### src/rtl/dma_src_reader_pkg.sv
// Shared DMA definitions: AHB-Lite transfer codes, fixed attributes, FSM
// state encoding and the per-word address step. The destination-side
// writer imports the same package.
package dma_src_reader_pkg;

  // AHB-Lite HTRANS codes used by single-beat masters
  localparam logic [1:0] HTRANS_IDLE   = 2'b00;
  localparam logic [1:0] HTRANS_NONSEQ = 2'b10;

  // Fixed transfer attributes: 32-bit word, single beat, non-cacheable data
  localparam logic [2:0] HSIZE_WORD    = 3'b010;
  localparam logic [2:0] HBURST_SINGLE = 3'b000;
  localparam logic [3:0] HPROT_DATA    = 4'b0011;

  // Byte increment between consecutive 32-bit words
  localparam int unsigned WORD_BYTES = 32'd4;

  // Engine state encoding
  typedef enum logic [2:0] {
    ST_IDLE = 3'd0,
    ST_ADDR = 3'd1,
    ST_DATA = 3'd2,
    ST_PUSH = 3'd3,
    ST_DONE = 3'd4,
    ST_ERR  = 3'd5
  } dma_state_e;

endpackage

### src/rtl/dma_src_reader_if.sv
// AHB-Lite read-side bus bundle between the DMA source reader (master)
// and the source slave.
interface dma_src_reader_if #(
  parameter int ADDR_W = 32
);
  logic [ADDR_W-1:0] HADDR;
  logic [1:0]        HTRANS;
  logic              HWRITE;
  logic [2:0]        HSIZE;
  logic [2:0]        HBURST;
  logic [3:0]        HPROT;
  logic              HREADY;
  logic              HRESP;
  logic [31:0]       HRDATA;

  modport master (
    output HADDR, HTRANS, HWRITE, HSIZE, HBURST, HPROT,
    input  HREADY, HRESP, HRDATA
  );

  modport slave (
    input  HADDR, HTRANS, HWRITE, HSIZE, HBURST, HPROT,
    output HREADY, HRESP, HRDATA
  );
endinterface

### src/rtl/dma_src_reader.sv
// DMA source read engine: fetches len_words 32-bit words over AHB-Lite with
// single NONSEQ transfers (one outstanding at most) and pushes each word into
// the channel FIFO. One word costs ADDR + DATA + PUSH; the PUSH cycle lets
// fifo_full settle on the new write before the next ADDR decision.
module dma_src_reader
  import dma_src_reader_pkg::*;
#(
  parameter int ADDR_W = 32,
  parameter int LEN_W  = 16
) (
  input  logic              clock,
  input  logic              sclr,
  input  logic              start,
  input  logic [ADDR_W-1:0] src_addr,
  input  logic [LEN_W-1:0]  len_words,
  input  logic              src_inc,
  input  logic              abort,
  output logic              busy,
  output logic              done,
  output logic              err,
  dma_src_reader_if.master  ahb,
  output logic              fifo_wrreq,
  output logic [31:0]       fifo_data,
  input  logic              fifo_full
);

  dma_state_e        r_state;
  logic [ADDR_W-1:0] r_addr;
  logic [ADDR_W-1:0] r_haddr;
  logic [LEN_W-1:0]  r_cnt;
  logic              r_inc;
  logic              r_busy;
  logic              r_done;
  logic              r_err;
  logic              r_wrreq;
  logic [31:0]       r_data;

  logic              w_issue;
  logic [1:0]        w_htrans;
  logic [ADDR_W-1:0] w_next_addr;

  // An address phase is offered only in ADDR, with no abort pending and room in the FIFO
  assign w_issue = (r_state == ST_ADDR) && !abort && !fifo_full;

  // Address of the following word; the add wraps naturally at 2^ADDR_W
  always_comb begin
    w_next_addr = r_addr;
    if (r_inc) begin
      w_next_addr = r_addr + ADDR_W'(WORD_BYTES);
    end else begin
      w_next_addr = r_addr;
    end
  end

  // HTRANS is NONSEQ only while an address phase is being offered
  always_comb begin
    w_htrans = HTRANS_IDLE;
    if (w_issue) begin
      w_htrans = HTRANS_NONSEQ;
    end else begin
      w_htrans = HTRANS_IDLE;
    end
  end

  // Main FSM with its address/count datapath and registered outputs
  always_ff @(posedge clock or negedge sclr) begin
    if (!sclr) begin
      r_state <= ST_IDLE;
      r_addr  <= {ADDR_W{1'b0}};
      r_haddr <= {ADDR_W{1'b0}};
      r_cnt   <= {LEN_W{1'b0}};
      r_inc   <= 1'b0;
      r_busy  <= 1'b0;
      r_done  <= 1'b0;
      r_err   <= 1'b0;
      r_wrreq <= 1'b0;
      r_data  <= 32'h0000_0000;
    end else begin
      // Pulse outputs default low; the transition that needs one sets it
      r_done  <= 1'b0;
      r_err   <= 1'b0;
      r_wrreq <= 1'b0;
      case (r_state)
        ST_IDLE: begin
          if (start) begin
            r_addr <= src_addr;
            r_cnt  <= len_words;
            r_inc  <= src_inc;
            r_busy <= 1'b1;
            if (len_words == {LEN_W{1'b0}}) begin
              r_done  <= 1'b1;
              r_state <= ST_DONE;
            end else begin
              r_haddr <= src_addr;
              r_state <= ST_ADDR;
            end
          end else begin
            r_state <= ST_IDLE;
          end
        end
        ST_ADDR: begin
          if (abort) begin
            r_done  <= 1'b1;
            r_state <= ST_DONE;
          end else if (w_issue && ahb.HREADY) begin
            r_state <= ST_DATA;
          end else begin
            r_state <= ST_ADDR;
          end
        end
        ST_DATA: begin
          // Abort is deliberately ignored: the beat in flight always completes
          if (ahb.HREADY) begin
            if (ahb.HRESP) begin
              r_err   <= 1'b1;
              r_state <= ST_ERR;
            end else begin
              r_data  <= ahb.HRDATA;
              r_wrreq <= 1'b1;
              r_state <= ST_PUSH;
            end
          end else begin
            r_state <= ST_DATA;
          end
        end
        ST_PUSH: begin
          r_cnt  <= r_cnt - LEN_W'(1);
          r_addr <= w_next_addr;
          if (r_cnt == LEN_W'(1)) begin
            r_done  <= 1'b1;
            r_state <= ST_DONE;
          end else begin
            r_haddr <= w_next_addr;
            r_state <= ST_ADDR;
          end
        end
        ST_DONE: begin
          r_busy  <= 1'b0;
          r_state <= ST_IDLE;
        end
        ST_ERR: begin
          // Words not yet fetched are dropped
          r_cnt   <= {LEN_W{1'b0}};
          r_busy  <= 1'b0;
          r_state <= ST_IDLE;
        end
        default: begin
          r_busy  <= 1'b0;
          r_state <= ST_IDLE;
        end
      endcase
    end
  end

  assign busy       = r_busy;
  assign done       = r_done;
  assign err        = r_err;
  assign fifo_wrreq = r_wrreq;
  assign fifo_data  = r_data;

  assign ahb.HADDR  = r_haddr;
  assign ahb.HTRANS = w_htrans;
  assign ahb.HWRITE = 1'b0;
  assign ahb.HSIZE  = HSIZE_WORD;
  assign ahb.HBURST = HBURST_SINGLE;
  assign ahb.HPROT  = HPROT_DATA;

endmodule

### src/flat_wrapper.sv
// flat-port wrapper written by rule: the top's interface ports become plain ports
module dma_src_reader_flat import dma_src_reader_pkg::*;
#(
  parameter int ADDR_W = 32,
  parameter int LEN_W  = 16
)
  (clock, sclr, start, src_addr, len_words, src_inc, abort, busy, done, err, fifo_wrreq, fifo_data, fifo_full, ahb_HADDR, ahb_HTRANS, ahb_HWRITE, ahb_HSIZE, ahb_HBURST, ahb_HPROT, ahb_HREADY, ahb_HRESP, ahb_HRDATA);
  dma_src_reader_if #(.ADDR_W(ADDR_W)) ahb_i ();
  input  logic clock;
  input  logic sclr;
  input  logic start;
  input  logic [ADDR_W-1:0] src_addr;
  input  logic [LEN_W-1:0] len_words;
  input  logic src_inc;
  input  logic abort;
  output logic busy;
  output logic done;
  output logic err;
  output logic fifo_wrreq;
  output logic [31:0] fifo_data;
  input  logic fifo_full;
  output wire logic [$bits(ahb_i.HADDR)-1:0] ahb_HADDR;
  output wire logic [$bits(ahb_i.HTRANS)-1:0] ahb_HTRANS;
  output wire logic [$bits(ahb_i.HWRITE)-1:0] ahb_HWRITE;
  output wire logic [$bits(ahb_i.HSIZE)-1:0] ahb_HSIZE;
  output wire logic [$bits(ahb_i.HBURST)-1:0] ahb_HBURST;
  output wire logic [$bits(ahb_i.HPROT)-1:0] ahb_HPROT;
  input wire logic [$bits(ahb_i.HREADY)-1:0] ahb_HREADY;
  input wire logic [$bits(ahb_i.HRESP)-1:0] ahb_HRESP;
  input wire logic [$bits(ahb_i.HRDATA)-1:0] ahb_HRDATA;
  assign ahb_HADDR = ahb_i.HADDR;
  assign ahb_HTRANS = ahb_i.HTRANS;
  assign ahb_HWRITE = ahb_i.HWRITE;
  assign ahb_HSIZE = ahb_i.HSIZE;
  assign ahb_HBURST = ahb_i.HBURST;
  assign ahb_HPROT = ahb_i.HPROT;
  assign ahb_i.HREADY = ahb_HREADY;
  assign ahb_i.HRESP = ahb_HRESP;
  assign ahb_i.HRDATA = ahb_HRDATA;
  dma_src_reader #(.ADDR_W(ADDR_W), .LEN_W(LEN_W)) u_core (.clock(clock), .sclr(sclr), .start(start), .src_addr(src_addr), .len_words(len_words), .src_inc(src_inc), .abort(abort), .busy(busy), .done(done), .err(err), .ahb(ahb_i), .fifo_wrreq(fifo_wrreq), .fifo_data(fifo_data), .fifo_full(fifo_full));
endmodule
### config.mk
export PLATFORM = sky130hd
export DESIGN_NAME = dma_src_reader_flat
export DESIGN_NICKNAME = d
export VERILOG_FILES = /design/src/rtl/dma_src_reader_pkg.sv /design/src/rtl/dma_src_reader_if.sv /design/src/rtl/dma_src_reader.sv /design/src/flat_wrapper.sv
export SDC_FILE = /design/constraint.sdc
export NUM_CORES = 1
export LEC_CHECK = 0
export ABC_AREA = 0
export ABC_CLOCK_PERIOD_IN_PS = 6100
export CORE_ASPECT_RATIO = 0.6
export CORE_UTILIZATION = 61
export DETAILED_ROUTE_END_ITERATION = 7
export DONT_BUFFER_PORTS = 1
export GPL_TIMING_DRIVEN = 0
export PLACE_DENSITY_LB_ADDON = 0.3
export SYNTH_ARGS = -nofsm -noshare
export SYNTH_HDL_FRONTEND = slang
export SYNTH_SLANG_ARGS = --single-unit
### constraint.sdc
create_clock -name clock -period 6.1 [get_ports clock]
set_input_delay 1.22 -clock clock [delete_from_list [all_inputs] [get_ports clock]]
set_output_delay 1.22 -clock clock [all_outputs]
set_load 0.05 [all_outputs]
Word-level counts from Yosys, hierarchy flattened
Index checks and enable logic that the tools add are counted.
{"block": "word_totals", "romBits": 0, "mem_count": 0, "input_bits": 88, "ramBits": 0, "latch_bits": 0, "ff_bits": 120}
{"block": "op_classes", "order_cmp": 0, "n_addsub": 2, "muxes": 31, "mul": 0, "shift": 0, "div": 0, "n_reduce_logical": 16, "n_eq_ne": 8, "bitwise": 2}
{"cell": "2-to-1 mux 32 bit", "n": 5}
{"cell": "case mux 32 bit (2 select lines)", "n": 2}
{"cell": "case mux 16 bit (3 select lines)", "n": 1}
{"cell": "adder 32 x 3 -> 32 bit (second input constant)", "n": 1}
{"cell": "2-to-1 mux 3 bit", "n": 6}
{"cell": "equality test 16 x 1 -> 1 bit (second input constant)", "n": 1}
{"cell": "logical NOT 16 bit", "n": 1}
{"cell": "2-to-1 mux 16 bit", "n": 1}
{"cell": "subtractor 16 x 1 -> 16 bit (second input constant)", "n": 1}
{"cell": "case mux 3 bit (4 select lines)", "n": 1}
{"cell": "2-to-1 mux 1 bit", "n": 11}
{"cell": "AND reduction 2 bit", "n": 4}
{"cell": "equality test 3 x 2 -> 1 bit (second input constant)", "n": 2}
{"cell": "!= test 2 bit (second input constant)", "n": 3}
{"cell": "2-to-1 mux 2 bit", "n": 2}
{"cell": "AND reduction 4 bit", "n": 1}
{"cell": "equality test 3 x 1 -> 1 bit (second input constant)", "n": 1}
{"cell": "equality test 3 bit (second input constant)", "n": 1}
{"cell": "logical AND 1 bit", "n": 3}
{"cell": "logical NOT 3 bit", "n": 1}
{"cell": "case mux 1 bit (3 select lines)", "n": 1}
{"cell": "AND reduction 3 bit", "n": 1}
{"cell": "nonzero test 3 bit", "n": 1}
{"cell": "OR reduction 3 bit", "n": 1}
{"cell": "other kinds (4)", "n": 6}

Depth between registers and ports, before layout
{"block": "logic_depth", "ltp_word": 7, "mapped_depth": 8, "ltp_nobuf": 7}

Worst setup path before layout
OpenSTA, ideal clock, no wires.
{"block": "synth_timing", "path_type": "in2out", "from": "input abort", "to": "output ahb_HTRANS[1]", "n_path_buf": 1, "slack_ps": 3101, "arrival_time_ps": 1779, "cell_stages": 2, "path_cell_list": "nor4_1 > buf_4"}
{"block": "synth_between", "elab_chain_len": 4}
{"item": "from (decl)", "line": "flat_wrapper.sv:15", "rtl": "input logic abort;"}
{"item": "logical NOT 1 bit", "line": "dma_src_reader.sv:43", "rtl": "assign w_issue = (r_state == ST_ADDR) && !abort && !fifo_full;"}
{"item": "logical AND 1 bit (2 in a row)", "line": "dma_src_reader.sv:43"}
{"item": "2-to-1 mux 2 bit", "line": "dma_src_reader.sv:58", "rtl": "if (w_issue) begin"}
{"item": "to (decl)", "line": "flat_wrapper.sv:23", "rtl": "output wire logic [$bits(ahb_i.HTRANS)-1:0] ahb_HTRANS;"}
Every way passes these cells.

Worst setup path in the final report
Ends and elaborated chain as after synthesis.

==> run summary <==
========================================================================================
Maximum single-stage delay on the critical path                                   340 ps
Proportion of power drawn by flip-flops and latches                                0.494
Adder-cell share of the synthesized area                                         0.00585
Slew Limit Fails                                                                       0
Total overflow reported by the global router                                           0
Violation count after the first detailed-route iteration                             765
Fraction of the cycle the final worst path needs                                   0.500
Async set-or-reset flop fraction in the synthesized netlist                         1.00
Dominant register cell in the synthesized netlist                           sky130_fd_sc_hd__dfrtp_1
GR Layer Usage met2                                                                0.504
FF-to-FF Start                                                              u_core.r_state[0]
Number of hold violations in the final report                                          0
Number of synthesized flops with an enable pin                                         0
Maximum number of buffers from clock root to sink                                      2
Overall track demand over capacity in global routing                               0.341
Number of clock buffers inserted by TritonCTS                                         17
Area of the core region                                                      0.0100 mm^2
Length in cells of the worst reg-to-reg path                                           6
Maximum number of pins on one net before global-route repair                         121
Cells along the critical path                                               nor4_1 > buf_4
Library cells used by synthesis                                                       58
Result of the run                                                           complete, no violations
Ant. Diodes                                                                            0
PwrDens                                                                      601 mW/mm^2
Worst skew pair latency                                                           420 ps
Wire per inst                                                                    20.0 um
Avg Inst Size Synth                                                            8.76 um^2
Largest family of logic cells by synthesized area                           simple AND/OR/NAND/NOR gates
Clock tree skew after final layout                                               8.53 ps
Most repeated cell in the gate-level netlist after synthesis                sky130_fd_sc_hd__nand2_1
Number of core rows                                                                   28
Count of buffers added by post-CTS timing repair for setup                             0
Worst min-delay path class                                                  register to register
Share of the synthesized area in compound gates (AO/OA/AOI/OAI)                    0.151
Port-buffer cells                                                                      0
Startpoint type of the worst setup path                                        input pin
DIE HEIGHT                                                                       81.4 um
Max-Slew Margin vs Limit                                                           0.369
Count of H-tree levels built during CTS                                                4
Time the final worst path needs with I/O delays and setup                        3050 ps
Placement-stage worst setup slack                                                2890 ps
Crit path launch                                                                   abort
Tightest Pin Transition                                                           944 ps
Clock slew seen by the registers of the worst setup and hold paths                 60 ps
Ports placed on the boundary                                                         169
Detailed-route DRC error count                                                         0
Switching power share of the total                                                 0.478
Startpoint-to-endpoint class of the critical path                           input pin to output pin
Simple-gate portion of the synthesized area                                        0.239
Post-CTS Resized                                                                       0
Via count of the first global-routing pass                                          5617
Maximum clock frequency                                                          328 MHz
Vias per cell                                                                       6.49
Overall power after layout                                                       4.34 mW
Number of antenna-violating nets in the routed design                                  0
DP Area                                                                     0.00662 mm^2
Initial antenna violation count                                                        0
Die X-Extent                                                                      134 um
Busiest layer in global routing                                                     met2
Sum of negative setup slack                                                         0 ps
GR Util met3                                                                       0.122
Largest area contributor in the synthesized netlist                         sky130_fd_sc_hd__dfrtp_1
Min setup slack post-route                                                       3050 ps
Proportion of layout cells with a drive suffix above 1                             0.115
Part of the power in the clock network                                             0.237
Syn. warnings                                                                          0
Fin cells                                                                            909
Starting density of the core                                                       0.640
Arrival @ worst endpoint                                                         1830 ps
Hold_buf cts                                                                           0
Area delta synth->final                                                            12.7%
Detailed-route via count                                                            5903
Leakage power figure                                                             3.14 nW
Top cell type's share of synthesized area                                          0.468
Crit end category                                                             output pin
Capture point of the critical path                                          ahb_HTRANS[1]
Total half-perimeter wirelength after legalization and detailed placement       12800 um
R2R setup slack                                                                  3280 ps
Portion of netlist area occupied by mux cells                                     0.0486
Placer congestion estimate                                                         0.931
Die Outline Area                                                             0.0109 mm^2
Total net switching power                                                        2.08 mW
Router iterations before antenna repair                                                6
Count of cell instances traversed by the critical path                                 2
Cell types with the highest counts after synthesis                          151 x sky130_fd_sc_hd__nand2_1, 120 x sky130_fd_sc_hd__dfrtp_1, 57 x sky130_fd_sc_hd__o21ai_0
Maximum Capacitance Violations                                                         0
Post-Syn Area                                                               0.00641 mm^2
Cells taking the most area after synthesis                                  sky130_fd_sc_hd__dfrtp_1 47%, sky130_fd_sc_hd__nand2_1 8.8%, sky130_fd_sc_hd__o21ai_0 4.4%, sky130_fd_sc_hd__mux2_2 3.0%, sky130_fd_sc_hd__nor2_1 2.9%
Capture instance of the worst register-to-register path                     u_core.ahb.HADDR[24]
Combinational share of power                                                       0.269
Cells after synthesis                                                                732
Worst Hold Margin                                                                 478 ps
Number of cells after detailed placement                                             877
Cell internal power dissipation                                                  2.27 mW
Wire length of the first global-routing pass                                    28100 um
Final non-filler cell area                                                  0.00723 mm^2
Max stage delay cell, worst path                                            sky130_fd_sc_hd__nor4_1
RSZ-0062 raised after global routing                                                  no
Met1 GRT Util                                                                      0.469
Data required time of the critical path                                          4880 ps
Sequential cell area fraction in the yosys report                                  0.468
Buffer and inverter count on the worst path                                            1
Worst IR Drop VDD                                                               0.295 mV
CTS tree                                                                           built
Family of cells with the greatest summed delay on the critical path         simple AND/OR/NAND/NOR gates
Sink Count                                                                           120
Wire length reported by the detailed router                                     18200 um
Post-route core utilization                                                        0.721
Share of the synthesized netlist area taken by xor and xnor gates                 0.0287
Flip-flop and latch count after synthesis                                            120
Final #Nets                                                                          852
Crit Path Max Fanout                                                                   3
Final setup violating endpoints                                                        0
CTS root buf                                                                sky130_fd_sc_hd__clkbuf_16
========================================================================================
[routing by layer]
layer / up-vias / part of all wire
met5: - / 0
met4: 0 / 0.022
met3: 53 / 0.14
met2: 410 / 0.43
met1: 2816 / 0.41
li1: 2624 / -
[layout by cell type, fill, tap and decap left out, types with 4 or more instances in the layout]
master and instances:
sky130_fd_sc_hd__o21ai_0 57, sky130_fd_sc_hd__nand4_1 16, sky130_fd_sc_hd__xor2_1 8, sky130_fd_sc_hd__nand2_1 151
sky130_fd_sc_hd__clkbuf_1 35, sky130_fd_sc_hd__nor2_1 49, sky130_fd_sc_hd__buf_1 6, sky130_fd_sc_hd__nor3_1 15
sky130_fd_sc_hd__dfrtp_1 120, sky130_fd_sc_hd__clkbuf_16 17, sky130_fd_sc_hd__clkinvlp_4 4, sky130_fd_sc_hd__a311oi_1 7
sky130_fd_sc_hd__nor4_1 17, sky130_fd_sc_hd__o22ai_1 5, sky130_fd_sc_hd__or3_1 9, sky130_fd_sc_hd__nand3_1 23
sky130_fd_sc_hd__mux2_2 17, sky130_fd_sc_hd__xnor2_1 13, sky130_fd_sc_hd__o211ai_1 7, sky130_fd_sc_hd__conb_1 12
sky130_fd_sc_hd__clkinv_2 4, sky130_fd_sc_hd__a221o_1 5, sky130_fd_sc_hd__buf_2 7, sky130_fd_sc_hd__o21ai_1 4
sky130_fd_sc_hd__or4_1 7, sky130_fd_sc_hd__a22oi_1 5, sky130_fd_sc_hd__buf_4 16, sky130_fd_sc_hd__and3_1 4
sky130_fd_sc_hd__mux2_1 8, sky130_fd_sc_hd__inv_1 16, sky130_fd_sc_hd__a21oi_1 34, sky130_fd_sc_hd__a31oi_1 10
[power by group through the flow]
stage	Clock (mW)	Sequential, mW	Combinational [mW]
after CTS	1.03	2.14	1.15
final	1.03	2.14	1.17
after detailed placement	0	2.15	1.14
after global routing	1.06	2.19	1.29
after floorplan	0	2.06	0.896
after global placement	0	2.13	1.08
[sequential cells by signal (all words and copies together) (netlist names), 3 cells and up]
signal            cells
u_core.ahb.HADDR     32
u_core.fifo_data     32
u_core.r_addr        32
u_core.r_cnt         16
u_core.r_state        3
[how the worst min path moves through the flow]
stage          slack [ps]             start                to  cells after the start
2_1_floorplan         440  u_core.r_addr[0]  u_core.r_addr[0]                      2
3_3_place_gp          460  u_core.r_addr[1]  u_core.r_addr[1]                      2
3_5_place_dp          460  u_core.r_addr[0]  u_core.r_addr[0]                      2
4_1_cts               480  u_core.r_addr[0]  u_core.r_addr[0]                      2
5_1_grt               480              sclr  u_core.r_cnt[15]                      0
6_report              480  u_core.r_addr[0]  u_core.r_addr[0]                      2
[cell type report]
| class | instances | area, um^2 |
|---|---|---|
| buffer | 64 | 310 |
| clock buffer | 20 | 457 |
| tap | 135 | 169 |
| inverter | 16 | 60.1 |
| multi-input combinational | 542 | 3080 |
| sequential | 120 | 3000 |
| fill | 748 | 2790 |
| clock inverter | 12 | 149 |
[worst reg2reg max path: stages, from the launching register on]
cell,delay (ps)
sky130_fd_sc_hd__dfrtp_1,330
sky130_fd_sc_hd__clkbuf_1,320
sky130_fd_sc_hd__nand2b_1,180
sky130_fd_sc_hd__nor2_1,650
sky130_fd_sc_hd__clkbuf_1,630
sky130_fd_sc_hd__a31oi_1,260
sky130_fd_sc_hd__mux2_2,330
[cells by family (layout without fill, tap and decap cells)]
| logic type | count (synthesis) | in the layout |
|---|---|---|
| AOI/OAI and AO/OA | 157 | 157 |
| and+or+nand+nor | 321 | 321 |
| buffers and inverters | 80 | 112 |
| adders and majority gates | 3 | 3 |
| muxes | 28 | 28 |
| xor gates and xnor gates | 21 | 21 |
| DFF | 120 | 120 |
| other | 2 | 12 |
Power figures use the tool's default switching activity.
